### src/rtl/cache_refill_ctrl.sv
// Cache line refill sequencer: invalidate, fetch words, write, commit tag.
// Optional CACHE_REFILL_CRITICAL_FIRST_EN: wrap-around order, early restart.
module cache_refill_ctrl #(
  parameter int ADDR_WID   = 32,
  parameter int WORD_WID   = 64,
  parameter int LINE_WORDS = 4,
  parameter int INDEX_WID  = 10,
  localparam int BYTE_OFF  = $clog2(WORD_WID / 8),
  localparam int WORD_OFF  = $clog2(LINE_WORDS),
  localparam int TAG_WID   =
    ADDR_WID - INDEX_WID - WORD_OFF - BYTE_OFF
) (
  input  logic                 clk_i,
  input  logic                 rst_i,
  input  logic                 miss_valid_i,
  input  logic [ADDR_WID-1:0]  miss_addr_i,
  output logic                 miss_ready_o,
  output logic                 mem_req_o,
  output logic [ADDR_WID-1:0]  mem_addr_o,
  input  logic                 mem_ack_i,
  input  logic [WORD_WID-1:0]  mem_rdata_i,
  output logic                 wr_en_o,
  output logic [INDEX_WID-1:0] wr_index_o,
  output logic [WORD_OFF-1:0]  wr_word_o,
  output logic [WORD_WID-1:0]  wr_data_o,
  output logic                 tag_we_o,
  output logic [TAG_WID-1:0]   tag_o,
  output logic                 tag_valid_o,
  output logic                 crit_valid_o,
  output logic [WORD_WID-1:0]  crit_data_o,
  output logic                 done_o
);

  typedef enum logic [2:0] {
    IDLE, INVAL, REQ, WRITE, COMMIT
  } state_t;

  localparam logic [WORD_OFF:0] N_LAST =
    (WORD_OFF + 1)'(LINE_WORDS - 1);

  state_t               state_q;
  logic [TAG_WID-1:0]   tag_q;
  logic [INDEX_WID-1:0] idx_q;
  logic [WORD_OFF-1:0]  cw_q;
  logic [WORD_OFF:0]    n_q;
  logic [WORD_OFF-1:0]  cur_word;
  logic [WORD_OFF-1:0]  nxt_word;
  logic                 unused_lsb;

  assign unused_lsb = ^miss_addr_i[BYTE_OFF-1:0];

`ifdef CACHE_REFILL_CRITICAL_FIRST_EN
  assign cur_word = cw_q + n_q[WORD_OFF-1:0];
`else
  assign cur_word = n_q[WORD_OFF-1:0];
`endif
  assign nxt_word = cur_word + WORD_OFF'(1);

  // Refill FSM; every output is registered alongside the state.
  always_ff @(posedge clk_i) begin
    if (rst_i) begin
      state_q      <= IDLE;
      tag_q        <= '0;
      idx_q        <= '0;
      cw_q         <= '0;
      n_q          <= '0;
      miss_ready_o <= 1'b1;
      mem_req_o    <= 1'b0;
      mem_addr_o   <= '0;
      wr_en_o      <= 1'b0;
      wr_index_o   <= '0;
      wr_word_o    <= '0;
      wr_data_o    <= '0;
      tag_we_o     <= 1'b0;
      tag_o        <= '0;
      tag_valid_o  <= 1'b0;
      crit_valid_o <= 1'b0;
      crit_data_o  <= '0;
      done_o       <= 1'b0;
    end else begin
      tag_we_o     <= 1'b0;
      tag_valid_o  <= 1'b0;
      wr_en_o      <= 1'b0;
      crit_valid_o <= 1'b0;
      done_o       <= 1'b0;
      unique case (state_q)
        IDLE: begin
          if (miss_valid_i) begin
            tag_q <= miss_addr_i[ADDR_WID-1 -: TAG_WID];
            idx_q <= miss_addr_i[BYTE_OFF+WORD_OFF +: INDEX_WID];
            cw_q  <= miss_addr_i[BYTE_OFF +: WORD_OFF];
            n_q   <= '0;
            tag_o <= miss_addr_i[ADDR_WID-1 -: TAG_WID];
            tag_we_o     <= 1'b1;
            miss_ready_o <= 1'b0;
            state_q      <= INVAL;
          end
        end
        INVAL: begin
          mem_req_o  <= 1'b1;
          mem_addr_o <= {tag_q, idx_q, cur_word,
                         {BYTE_OFF{1'b0}}};
          state_q    <= REQ;
        end
        REQ: begin
          if (mem_ack_i) begin
            mem_req_o  <= 1'b0;
            wr_en_o    <= 1'b1;
            wr_index_o <= idx_q;
            wr_word_o  <= cur_word;
            wr_data_o  <= mem_rdata_i;
            if (cur_word == cw_q) begin
              crit_data_o  <= mem_rdata_i;
`ifdef CACHE_REFILL_CRITICAL_FIRST_EN
              crit_valid_o <= 1'b1;
`endif
            end
            state_q <= WRITE;
          end
        end
        WRITE: begin
          if (n_q == N_LAST) begin
            tag_we_o    <= 1'b1;
            tag_valid_o <= 1'b1;
            done_o      <= 1'b1;
`ifndef CACHE_REFILL_CRITICAL_FIRST_EN
            crit_valid_o <= 1'b1;
`endif
            state_q <= COMMIT;
          end else begin
            n_q        <= n_q + (WORD_OFF + 1)'(1);
            mem_req_o  <= 1'b1;
            mem_addr_o <= {tag_q, idx_q, nxt_word,
                           {BYTE_OFF{1'b0}}};
            state_q    <= REQ;
          end
        end
        COMMIT: begin
          miss_ready_o <= 1'b1;
          state_q      <= IDLE;
        end
        default: begin
          miss_ready_o <= 1'b1;
          mem_req_o    <= 1'b0;
          state_q      <= IDLE;
        end
      endcase
    end
  end

endmodule

### config.mk
export PLATFORM = sky130hd
export DESIGN_NAME = cache_refill_ctrl
export DESIGN_NICKNAME = d
export VERILOG_FILES = /design/src/rtl/cache_refill_ctrl.sv
export SDC_FILE = /design/constraint.sdc
export NUM_CORES = 1
export LEC_CHECK = 0
export CAP_MARGIN = 0
export CORE_UTILIZATION = 48
export CTS_BUF_LIST = sky130_fd_sc_hd__clkbuf_16
export DETAILED_ROUTE_END_ITERATION = 10
export GPL_ROUTABILITY_DRIVEN = 0
export PLACE_DENSITY = 0.85
export SYNTH_ARGS = -nofsm -noshare
export SYNTH_HDL_FRONTEND = slang
export SYNTH_SLANG_ARGS = --single-unit
### constraint.sdc
create_clock -name clk_i -period 4.6 [get_ports clk_i]
set_clock_uncertainty 0.05 [all_clocks]
set_input_delay 0.92 -clock clk_i [delete_from_list [all_inputs] [get_ports clk_i]]
set_output_delay 0.92 -clock clk_i [all_outputs]
set_load 0.02 [all_outputs]
==> Word-level counts from Yosys, hierarchy flattened <==
Cells that the tools add are included.
{ "totals": {"elab_cells": 63, "output_inout_bits": 196, "inputBits": 100, "register_bits": 212} }
{ "op_classes": {"addsub": 2, "bitwise_logic": 4, "n_eq_ne": 9, "reduce_logical": 15, "muxes": 18} }
{ "op_table": {"columns": ["operator", "count"], "rows": [
  ["one-hot mux 32 bit (2 select lines)", 1],
  ["two-way mux 32 bit", 1],
  ["two-way mux 3 bit", 5],
  ["one-hot mux 3 bit (4 select lines)", 1],
  ["AND reduction 2 bit", 5],
  ["== test 3 x 2 -> 1 bit (second input constant)", 3],
  ["AND reduction 3 bit", 3],
  ["two-way mux 1 bit", 6],
  ["!= test 2 bit (second input constant)", 3],
  ["one-hot mux 3 bit (2 select lines)", 1],
  ["OR reduction 2 bit", 3],
  ["NOT 1 bit", 4],
  ["one-hot mux 1 bit (2 select lines)", 2],
  ["one-hot mux 1 bit (4 select lines)", 1],
  ["nonzero test 2 bit", 2],
  ["adder 3 x 1 -> 3 bit (second input constant)", 1],
  ["== test 3 x 1 -> 1 bit (second input constant)", 1],
  ["== test 3 bit (second input constant)", 1],
  ["logical NOT 3 bit", 1],
  ["OR reduction 3 bit", 1],
  ["adder 2 x 1 -> 2 bit (second input constant)", 1],
  ["== test 2 bit", 1]
]} }

==> Longest topological paths before layout <==
Gate-level depths: netlist of run 1.
{ "logic_depth": {"word_depth": 4, "ltp_mapped": 6} }

==> Worst setup path before layout of run 1 <==
Ideal clock, no wire load.
{ "synth_path": {"path_type": "input-to-reg", "startpoint": "in mem_ack_i", "endpoint": "reg crit_data_o[10]", "setup_ns": 0.072, "arrival_ns": 1.849, "path_buffers": 3, "cell_stages": 6, "slack_ns": 2.629, "path_cell_list": "nand4bb_1 > buf_2 > nor3_2 > buf_4 > buf_6 > mux2i_1"} }
{ "synth_between": {"elab_chain_len": 1} }
{ "synth_rtl": {"columns": ["element", "line_no", "rtl"], "rows": [
  ["start, declared", "20", "input logic mem_ack_i,"],
  ["AND reduction 3 bit (no source line)", null, null],
  ["end signal, assigned", "113", "crit_data_o <= mem_rdata_i;"],
  ["end, declared", "30", "output logic [WORD_WID-1:0] crit_data_o,"]
]} }
Every way passes these cells.
A chain may end at the register's enable or synchronous reset.

==> Worst setup path in the final report of run 1 <==
{ "layout_path": {"startpoint": "reg wr_index_o[9]", "endpoint": "out wr_index_o[9]"} }
{ "layout_lines": {"columns": ["element", "line_no", "rtl"], "rows": [
  ["start, declared", "23", "output logic [INDEX_WID-1:0] wr_index_o,"],
  ["start signal, assigned", "109", "wr_index_o <= idx_q;"]
]} }
No word-level cell between the ends.

==> impl_metrics.csv, run 1 <==
group,metric,value,unit
clocking,root_buffer,"clkbuf_16",
power,p_leak,4.00,nW
critical_path,endpoint_kind,"output port",
logic_synthesis,yosys.area.top_type,"dfxtp_1",
global_routing,antenna_found_initial,0,
power,ir_worst_vdd,0.304,mV
logic_synthesis,ys_types,32,
critical_path,critPathTopFamily,"buffers and inverters",
cells_and_area,final_nets,1278,
clocking,hold_buffers,0,
critical_path,slowest_delay,0.69,ns
logic_synthesis,synth_flop_cell,"dfxtp_1",
logic_synthesis,synth-edff-count,0,
sta,finalSetupViolCount,0,
global_routing,grt_usage,24.3,%
cells_and_area,drive_above_1_share,3.95,%
global_routing,grt_pass1_vias,6733,
critical_path,worst_r2r_path_depth,5,
power,power.share.clock,40.4,%
flow_run,cap_violations,0,
critical_path,r2r-end,"mem_addr_o[4]$_SDFFE_PP0P_",
hold_path,hold_depth,2,
detailed_routing,vias,7126,
critical_path,start_kind,"flop",
logic_synthesis,synth.top_cells.by_count,"212 x nand2_1, 209 x dfxtp_1, 137 x a21oi_1",
sta,finalCriticalPeriod,2.49,ns
logic_synthesis,synth_area,8140,um2
die,io_pins,296,
sta,final.setup.tns,0,ns
placed_design,post-place-ws,1.64,ns
die,dieArea,17500,um2
logic_synthesis,synth.most_common_cell,"nand2_1",
sta,final_min_period_over_clock_period,54.2,%
logic_synthesis,ys_async_sr_fraction,0,%
logic_synthesis,synth-seq-area-share,51.4,%
detailed_routing,dr.pass1.iters,6,
global_routing,grt_overflow_total,0,
logic_synthesis,synth_top_area_share,51.4,%
clocking,clkSlewWorstSetupHoldPaths,0.06,ns
global_routing,grt_max_degree,136,
sta,tightest_slew,1.19,ns
clocking,h-tree-depth,1,
critical_path,cp_slowest_cell,"clkdlybuf4s50_1",
die,die_w,132,um
detailed_routing,ant_nets,0,
critical_path,r2r-start,"n_q[0]$_SDFFE_PP0P_",
logic_synthesis,syn_avg_cell_area,8.74,um2
detailed_routing,drt_drc_violations_left,0,
sta,setup_ws,2.11,ns
detailed_routing,wl,22000,um
placed_design,portBuffers,289,
sta,relSlewSlack,20.7,%
power,seqPwrFrac,47.3,%
critical_path,path_cells,"clkdlybuf4s50_1",
clocking,clock_sinks,209,
cells_and_area,seq_area,4180,um2
clocking,insertion_delay,0.50,ns
clocking,cts_resized,0,
global_routing,grt_pass1_wl,34700,um
power,switching_share,24.8,%
hold_path,hp-class,"flop to flop",
sta,fmax,401,MHz
hold_path,hold_end,"wr_data_o[22]$_SDFFE_PP0P_",
die,coreArea,16600,um2
detailed_routing,dr.first_iter.drc_count,331,
detailed_routing,wl_per_cell,15.6,um
cells_and_area,multiInputGateArea,3560,um2
logic_synthesis,synth_area_leaders,"dfxtp_1 51%, nand2b_1 10%, nand2_1 9.8%, a21oi_1 8.4%, mux2i_1 8.1%",
power,powerDensity,346,nW/um2
detailed_routing,avgViaCountPerCell,5.05,
critical_path,critPathKind,"flop to output port",
cells_and_area,num-fill-cells,1279,
logic_synthesis,ys_warn_count,0,
critical_path,crit_fanout,2,
power,p_comb_share,12.3,%
die,die_h,132,um
critical_path,path_buf_inv,1,
critical_path,critPathRequiredTime,3.63,ns
power,p_int,3.04,mW
hold_path,hold_start,"wr_data_o[22]$_SDFFE_PP0P_",
critical_path,arrival,1.52,ns
power,p_switching,1.00,mW
clocking,cts_setup_buffers,0,
logic_synthesis,syn_inst,931,
power,p_total,4.04,mW
sta,hold_viol,0,
sta,rsz0062_at_grt,"false",
die,start_util,49.1,%
sta,drv_slew,0,
critical_path,ff2ff_setup_slack,2.29,ns
clocking,cts_tree,"built",
placed_design,place_hpwl,14300,um
clocking,cts_buffer_depth,3,
status,status,"finished, final reports clean",
cells_and_area,area_delta_synth_final,43.5,%
cells_and_area,diodes,0,
clocking,numCtsBuffers,22,
logic_synthesis,synth_seq_cells,209,
die,rows,47,
## kinds of logic after synthesis
logic type	share of synthesized area, %
fa+ha+maj	0.461
other cells	0.0461
flops	51.4
compound gates	10.9
simple gates	23.5
buf+inv	5.43
mux	8.12
xor+xnor	0.215
## registers in the layout (all words and copies together) (netlist names)
signal / count
state_q: 3
wr_en_o: 1
miss_ready_o: 1
wr_data_o: 64
tag_q: 17
mem_addr_o: 29
idx_q: 10
crit_data_o: 64
cw_q: 2
tag_we_o: 1
wr_index_o: 10
wr_word_o: 2
done_o: 1
n_q: 3
mem_req_o: 1
## cell usage in the layout (no fill, tap or decap)
cell / Yosys / final
buf_12: 0 / 2
nand2_1: 212 / 212
dfxtp_1: 209 / 209
nor3_4: 0 / 1
clkinv_1: 0 / 5
nor4_1: 2 / 2
nand3b_1: 1 / 1
nand2b_1: 134 / 134
nand4bb_4: 0 / 1
buf_4: 7 / 7
nor3_1: 3 / 3
buf_6: 9 / 1
clkdlybuf4s50_1: 0 / 288
or4b_4: 1 / 1
nor2_1: 5 / 5
o21ai_0: 28 / 28
clkinv_2: 0 / 7
mux2i_1: 66 / 66
a2111oi_0: 1 / 1
nor4b_4: 0 / 1
ha_1: 3 / 3
xor2_1: 2 / 2
and4bb_2: 1 / 1
conb_1: 1 / 3
and2_1: 1 / 1
a311oi_1: 1 / 1
o2bb2ai_1: 2 / 2
nor2b_2: 0 / 1
clkinv_8: 0 / 1
clkbuf_16: 0 / 22
or3b_1: 1 / 1
inv_1: 5 / 8
a211oi_1: 2 / 2
a21oi_1: 137 / 137
o21bai_1: 1 / 1
nand3_1: 28 / 28
bufinv_16: 0 / 1
## layout make-up
class	count	area share, %
Sequential cell	209	35.8
Multi-Input combinational cell	639	30.4
Timing Repair Buffer	298	25.6
Clock buffer	22	4.71
Tap cell	220	2.36
Clock inverter	17	0.953
Inverter	5	0.161
## power by group through the flow
stage	sequential [mW]	clock (mW)	combinational (mW)
after floorplan	2.01	0	0.201
after global placement	1.95	0	0.492
after detailed placement	1.95	0	0.498
after CTS	1.91	1.67	0.502
after global routing	1.92	1.74	0.536
final	1.91	1.63	0.498
## per-stage QoR
step	std cells	instance area, um2	hold slack, ns	utilization, %
final	1410	11700	0.402	70.4
after global routing	1410	11700	0.416	70.4
after CTS	1410	11700	0.404	70.4
after detailed placement	1371	11000	0.395	66.5
after global placement	1371	11000	0.390	66.5
after floorplan	933	8150	0.395	-
## how the worst max path moves through the flow
stage,start,to,slack [ns],cells past startpoint
finish,wr_index_o[9]$_SDFFE_PP0P_,wr_index_o[9],2.11,1
global route,mem_ack_i,wr_data_o[20]$_SDFFE_PP0P_,2.04,5
global placement,mem_ack_i,wr_data_o[26]$_SDFFE_PP0P_,1.66,5
CTS,wr_index_o[9]$_SDFFE_PP0P_,wr_index_o[9],2.06,1
floorplan,mem_ack_i,crit_data_o[10]$_SDFFE_PP0P_,2.63,6
detailed placement,mem_ack_i,wr_data_o[29]$_SDFFE_PP0P_,1.64,5
## per-layer routing
metal | global-route usage, % | vias to the layer above | part of all wire (%)
met2 | 42.4 | 249 | 49
met3 | 6.46 | 45 | 7.3
li1 | - | 3527 | -
met4 | 8.81 | 0 | 3.3
met5 | 0 | - | 0
met1 | 28.7 | 3305 | 41
Note: power is estimated with default switching activity, not from simulation.
==> inputs of run 2 (changes only) <==
Settings changed: CORE_UTILIZATION 48 to 40, PLACE_DENSITY 0.85 to 0.76.
Clock period 4.6 ns to 2.1 ns, I/O delays scaled along.
==> impl_metrics.csv, run 2 (synthesis gave the netlist of run 1 again) <==
group,metric,value,unit
cells_and_area,diodes,0,
clocking,cts_buffer_depth,3,
global_routing,grt_overflow_total,0,
cells_and_area,drive_above_1_share,5.60,%
power,p_switching,2.21,mW
critical_path,cp_slowest_cell,"clkdlybuf4s50_1",
power,p_int,6.77,mW
critical_path,start_kind,"flop",
sta,drv_slew,0,
die,io_pins,296,
detailed_routing,vias,7171,
placed_design,dp_cells,1440,
die,die_w,145,um
die,coreArea,19700,um2
power,switching_share,24.6,%
clocking,cts_setup_buffers,0,
cells_and_area,layout_commonest_cell,"clkdlybuf4s50_1",
power,seqPwrFrac,46.6,%
sta,finalSetupViolCount,0,
clocking,h-tree-depth,1,
placed_design,place_hpwl,15000,um
clocking,hold_buffers,0,
clocking,cts_tree,"built",
detailed_routing,avgViaCountPerCell,4.85,
detailed_routing,drt_drc_violations_left,0,
power,p_comb_share,12.8,%
sta,rsz0062_at_grt,"false",
critical_path,path_cells,"clkdlybuf4s50_1",
power,p_leak,4.17,nW
placed_design,dpl_cell_area,11400,um2
clocking,numCtsBuffers,23,
critical_path,crit_fanout,2,
power,powerDensity,746,nW/um2
cells_and_area,reg_top3,"crit_data_o: 64 flops, wr_data_o: 64 flops, mem_addr_o: 29 flops",
sta,hold_viol,0,
critical_path,arrival,1.50,ns
cells_and_area,layout_common_cells,"288 x clkdlybuf4s50_1, 212 x nand2_1, 209 x dfxtp_1",
critical_path,critPathRequiredTime,1.63,ns
sta,relSlewSlack,65.4,%
global_routing,grt_pass1_wl,34900,um
sta,fmax,507,MHz
sta,tightest_slew,0.519,ns
sta,final_min_period_over_clock_period,93.9,%
die,dieArea,20900,um2
clocking,clock_sinks,209,
detailed_routing,dr.first_iter.drc_count,279,
power,p_total,8.98,mW
global_routing,grt_pass1_vias,6880,
placed_design,portBuffers,289,
die,die_h,145,um
clocking,root_buffer,"clkbuf_16",
clocking,clkSlewWorstSetupHoldPaths,0.06,ns
cells_and_area,area_delta_synth_final,48.0,%
global_routing,antenna_found_initial,0,
detailed_routing,wl,22600,um
detailed_routing,ant_nets,0,
cells_and_area,final_design_area_no_fill,12000,um2
flow_run,cap_violations,0,
cells_and_area,final_nets,1303,
power,power.share.clock,40.6,%
cells_and_area,fin_cells,1480,
power,ir_worst_vdd,0.511,mV
clocking,cts_resized,0,
detailed_routing,wl_per_cell,15.3,um
clocking,insertion_delay,0.50,ns
die,start_util,41.3,%
global_routing,grt_usage,20.9,%
critical_path,critPathTopFamily,"buffers and inverters",
detailed_routing,dr.pass1.iters,4,
critical_path,path_buf_inv,1,
sta,finalCriticalPeriod,1.97,ns
die,rows,51,
hold_path,hp-class,"primary input to flop",
status,status,"finished, final reports clean",
global_routing,grt_max_degree,75,
critical_path,critPathKind,"flop to output port",
sta,final.setup.tns,0,ns
cells_and_area,num-fill-cells,1698,
critical_path,endpoint_kind,"output port",
critical_path,slowest_delay,0.67,ns
run 2: area by class of cell:
cell class                 count  area [um2]  area share (%)
sequential                   209        4180            34.7
clock inverter                17        98.8           0.820
tap                          265         332            2.75
multi-input combinational    639        3560            29.5
inverter                       5        18.8           0.156
timing repair buffer         322        3280            27.2
clock buffer                  23         576            4.78
run 2: worst paths after layout:
| kind | start | end | slack (ns) | cells past startpoint |
|---|---|---|---|---|
| worst max-delay path | wr_index_o[9]$_SDFFE_PP0P_ | wr_index_o[9] | 0.13 | 1 |
| worst min-delay path | rst_i | wr_data_o[63]$_SDFFE_PP0P_ | 0.29 | 2 |
| worst max register to register | state_q[1]$_SDFFE_PP0P_ | crit_data_o[34]$_SDFFE_PP0P_ | 0.28 | 5 |
| worst min register to register | wr_data_o[18]$_SDFFE_PP0P_ | wr_data_o[18]$_SDFFE_PP0P_ | 0.40 | 2 |
run 2: through the flow:
| stage | worst slack (ns) | hold WS, ns | util [%] |
|---|---|---|---|
| floorplan | 0.542 | 0.395 | - |
| global placement | 0.0588 | 0.391 | 57.7 |
| detailed placement | -0.000608 | 0.395 | 57.7 |
| CTS | 0.0877 | 0.273 | 61.1 |
| global route | 0.0835 | 0.303 | 61.1 |
| finish | 0.128 | 0.291 | 61.1 |
run 2: layer usage:
layer | share of wire, % | track usage, %
met5 | 0 | 0
met3 | 8.4 | 6.22
met2 | 48 | 36.9
met4 | 3.0 | 7.81
met1 | 41 | 23.6
run 2: power by group through the flow:
stage	registers (mW)	logic (mW)	clock network, mW
finish	4.19	1.15	3.65
floorplan	4.40	0.439	0
global placement	4.27	1.14	0
CTS	4.19	1.16	3.74
global route	4.21	1.24	3.90
detailed placement	4.27	1.15	0
==> inputs of run 3 (changes only) <==
Settings changed: CAP_MARGIN 0 to 40.
==> results of run 3 <==
No change in the layout: final DEF, timing and power equal those of run 2.
